==> src/rtl/cflog_flush_arbiter.sv <==
// rtl/cflog_flush_arbiter.sv - CFLog memory port arbiter and flush streamer
// Monitor writes own the port outright; flush reads slot in around them.
module cflog_flush_arbiter #(
    parameter logic [15:0] LOG_BASE = 16'h0000,
    parameter logic [15:0] LOG_SIZE = 16'h0100
) (
    input  logic        clk,
    input  logic        reset_n,
    input  logic        mon_wr_en,
    input  logic [15:0] mon_ptr,
    input  logic [15:0] mon_data,
    input  logic        flush_req,
    output logic        mem_en,
    output logic        mem_we,
    output logic [15:0] mem_addr,
    output logic [15:0] mem_wdata,
    input  logic [15:0] mem_rdata,
    output logic        out_valid,
    output logic [15:0] out_data,
    input  logic        out_ready,
    output logic        busy,
    output logic        done,
    output logic [15:0] sent_cnt
);

    typedef enum logic [2:0] {
        S_IDLE,
        S_RD,
        S_WAIT,
        S_SEND,
        S_DONE
    } state_t;

    state_t      state;
    logic        flush_q;
    logic [15:0] rd_ptr;
    logic [15:0] cnt;
    logic        trig;
    logic [15:0] clamp_ptr;
    logic [16:0] next_ptr;

    assign trig      = flush_req & ~flush_q;
    assign clamp_ptr = ((mon_ptr > LOG_SIZE) ? LOG_SIZE : mon_ptr) & 16'hFFFE;
    // One bit wider so the end-of-log compare cannot wrap
    assign next_ptr  = {1'b0, rd_ptr} + 17'd2;

    assign busy = (state != S_IDLE);
    assign done = (state == S_DONE);

    always_comb begin
        mem_en    = 1'b0;
        mem_we    = 1'b0;
        mem_addr  = 16'h0000;
        mem_wdata = 16'h0000;
        if (mon_wr_en) begin
            mem_en    = 1'b1;
            mem_we    = 1'b1;
            mem_addr  = LOG_BASE + mon_ptr;
            mem_wdata = mon_data;
        end else if (state == S_RD) begin
            mem_en    = 1'b1;
            mem_addr  = LOG_BASE + rd_ptr;
        end
    end

    always_ff @(posedge clk or negedge reset_n) begin
        if (!reset_n) begin
            state     <= S_IDLE;
            flush_q   <= 1'b0;
            rd_ptr    <= 16'h0000;
            cnt       <= 16'h0000;
            sent_cnt  <= 16'h0000;
            out_valid <= 1'b0;
            out_data  <= 16'h0000;
        end else begin
            flush_q <= flush_req;
            case (state)
                S_IDLE: begin
                    if (trig) begin
                        cnt      <= clamp_ptr;
                        rd_ptr   <= 16'h0000;
                        sent_cnt <= 16'h0000;
                        state    <= (clamp_ptr == 16'h0000) ? S_DONE : S_RD;
                    end
                end
                S_RD: begin
                    if (!mon_wr_en) begin
                        state <= S_WAIT;
                    end
                end
                S_WAIT: begin
                    out_data  <= mem_rdata;
                    out_valid <= 1'b1;
                    state     <= S_SEND;
                end
                S_SEND: begin
                    if (out_valid && out_ready) begin
                        out_valid <= 1'b0;
                        rd_ptr    <= next_ptr[15:0];
                        sent_cnt  <= sent_cnt + 16'd1;
                        state     <= (next_ptr >= {1'b0, cnt}) ? S_DONE : S_RD;
                    end
                end
                S_DONE: begin
                    state <= S_IDLE;
                end
                default: begin
                    state <= S_IDLE;
                end
            endcase
        end
    end

endmodule
==> config.mk <==
export PLATFORM = sky130hd
export DESIGN_NAME = cflog_flush_arbiter
export DESIGN_NICKNAME = d
export VERILOG_FILES = /design/src/rtl/cflog_flush_arbiter.sv
export SDC_FILE = /design/constraint.sdc
export NUM_CORES = 1
export LEC_CHECK = 0
export BUFFER_PORTS_ARGS = -buffer_cell sky130_fd_sc_hd__buf_2
export CAP_MARGIN = 20
export CORE_MARGIN = 2
export CORE_UTILIZATION = 51
export CTS_CLUSTER_SIZE = 8
export DETAILED_ROUTE_END_ITERATION = 7
export GPL_TIMING_DRIVEN = 0
export PLACE_DENSITY = 0.8
export SLEW_MARGIN = 30
export SYNTH_ARGS = -nofsm -noshare
export SYNTH_HDL_FRONTEND = slang
export SYNTH_SLANG_ARGS = --single-unit
==> constraint.sdc <==
create_clock -name clk -period 3.1 [get_ports clk]
set_input_delay 0.31 -clock clk [delete_from_list [all_inputs] [get_ports clk]]
set_output_delay 0.31 -clock clk [all_outputs]
set_load 0.02 [all_outputs]
==> run metrics <==
FFs w/ async S/R, synth 100.0%; Die ar. 8150 µm²; Synth Warn # 0; Die W 90.28 µm; worst slack, placed 0.09070 ns; FF-to-FF path depth 12; global route overflow 0; largest net degree at the start of global routing 53; critical path class register to register; Pint 2076 µW; Post-synth EDFFs 0; top post-synthesis cells by area dfrtp_1 (44%), ha_1 (5.6%), nor2_1 (4.9%); Sum Neg Setup Slack 0 ns; clock slew at reported path FFs 0.07 ns; H-tree levels 3; combinational group share of total power 38.7%; clock network fraction of total power 23.5%; WL per Instance 15.30 µm; Req. time, crit path 3.32 ns; total I/O pin count 122; initial core utilization 52.62%; Hold Crit Endpoint flush_q; Iteration-0 DRC Markers 211; vias in the first global route 3,338; Synth top cells by count dfrtp_1 (67), nor2_1 (50), nand2_1 (23); All-Layer GR Usage 23.58%; sequence of cells on the critical path ha_1, nand3_1, nor3_4, buf_4, nand2_1, xnor2_1, ha_1, nand3_1, nor4_1, nand3b_1, nand4_1, o221ai_1; number of buffers created by CTS 9; worst r2r src rd_ptr[1]; min-delay worst type input port to register; Worst R2R End state[0]; total wire length 9.591 mm; CTS max path bufs 2; total core area 7214 µm²; clock sinks 67; syn_area_per_cell 9.784 µm²; Final Critical Period 2.970 ns; Buffers & Inverters on Critical Path 1; Largest stage delay, worst path 0.47 ns; Net Sw Power 1294 µW; Hold Path Cell Cnt 1; area of the multi-input gates 1982 µm²; wire length of the first global-routing pass 15.57 mm; largest fanout on the critical path 7; Hold Violations, Final 0; syn nets 458; distinct cell type count after synthesis 50; Mapped Cells 388; Slew headroom 49.65%; top-area cell type share of the netlist area 44.17%; drt pass-1 iters 4; Sw Share 38.39%; critical path's slowest cell dfrtp_1; Syn Std Cell Area 3796 µm²; sequential share of power 37.7%; top-count cell post-synth dfrtp_1; VDD IR-drop max 509.2 µV; share of cells above drive strength 1 32.77%; biggest area consumer among synthesized cells dfrtp_1; # setup viols final 0; Lkg Pwr 0.002468 µW; Root Driver clkbuf_8; n_diodes 0; hold_sp flush_req; R2R setup slack 0.13 ns; outcome completed; CP Launch Point rd_ptr[1]; routability cong. 0.8648; clock latency on the worst-skew pair 0.35 ns; clock skew 0.006416 ns; Tcrit/Tclk final 95.82%; CP Launch Type register; # Max-Cap Violations 0; Primary FF master, synth dfrtp_1; Die Ht 90.28 µm; fin util 66.49%; layout overhead on the synthesized area 26.37%; slew at the pin with the worst max-slew slack 0.7553 ns; fin nets 593; Site Rows 31; Seq/Total Area, Yosys 44.17%; Register Area 1677 µm²; vias per cell 5.415; fmax 0.3367 GHz; routed vias 3,395; arrival time of the worst setup path 3.19 ns; CTS tree built; Max Slew Vio Count 0; CP delay by family, top simple AND/OR/NAND/NOR gates; initial antenna violation count 0; DRC viols 0; HPWL Detailed 7.073 mm; Final ANT Viol Nets 0; final setup margin 0.1297 ns; critical path capture point type register; number of synthesized register bits 67; fill count 628; PortBufs 120; PwrDens 702.4 nW/µm²
[placed cells by master (no fill, tap or decap), types with 15 or more instances in the layout]
master / Yosys / layout
o21ai_0: 22 / 22
xor2_1: 15 / 15
and2_1: 19 / 19
mux2i_1: 15 / 15
dfrtp_1: 67 / 67
nor2_1: 50 / 50
buf_2: 3 / 122
mux2_2: 16 / 16
ha_1: 17 / 17
inv_1: 17 / 17
nand2_1: 23 / 23
[through the flow]
step           power (µW)  cells  cell area [µm²]  hold slack (ns)
6_report             3370    627             4797          0.08240
5_1_grt              3571    627             4797          0.08641
4_1_cts              3377    625             4770          0.07609
3_5_place_dp         2595    608             4551           0.1885
3_3_place_gp         2530    607             4521           0.4363
2_1_floorplan        2142    388             3796          0.01441
[sequential cells by signal, summed over array words and instances (netlist names)]
name / count
flush_q: 1
sent_cnt: 16
out_data: 16
out_valid: 1
state: 3
rd_ptr: 15
cnt: 15
[power by group through the flow]
stage               Combinational, µW  Sequential [µW]  Clock (µW)
finish                           1310             1270         792
global route                     1440             1300         830
floorplan                         701             1440           0
detailed placement               1310             1280           0
CTS                              1310             1270         793
global placement                 1260             1270           0
[worst max path at each step]
stage	to	slack [ns]	depth (start not counted)
floorplan	state[0]	0.59	11
global placement	state[0]	0.19	11
detailed placement	state[0]	0.09	11
CTS	state[0]	0.09	11
global route	state[0]	-0.07	11
finish	state[0]	0.13	12
[cells by family (layout without fill, tap and decap cells)]
| family | count (synthesis) | in the layout | synth area share (%) |
|---|---|---|---|
| mux | 31 | 31 | 8.701 |
| fa+ha+maj | 17 | 17 | 5.603 |
| xor+xnor | 25 | 25 | 5.768 |
| simple gates | 149 | 149 | 20.30 |
| flops | 67 | 67 | 44.17 |
| buf+inv | 34 | 174 | 3.955 |
| compound gates | 65 | 65 | 11.50 |
[per-layer routing]
layer  part of all wire [%]  vias up  global-route usage, %
met1                     44     1603                  31.06
met2                     47      137                  38.78
met4                    2.2        0                  9.615
li1                       -     1635                      -
met5                      0        -                      0
met3                    6.6       20                  4.174
[cell type report]
class                   instances  share of cell area, %
multi-input cells             287                  41.31
well taps                      99                  2.582
clock inverters                 5                  1.617
flip-flops and latches         67                  34.95
clock buffers                  11                  2.739
inverters                      17                  1.330
repair buffers                124                  13.67
plain buffers                  17                  1.800
[timing repair]
item	CTS	global route
setup endpoints to repair	0	2
gates resized for setup	0	2
hold endpoints to repair	15	0
buffers inserted	0	2
hold buffers	1	0
No activity file was read; power rests on OpenSTA's default activity.
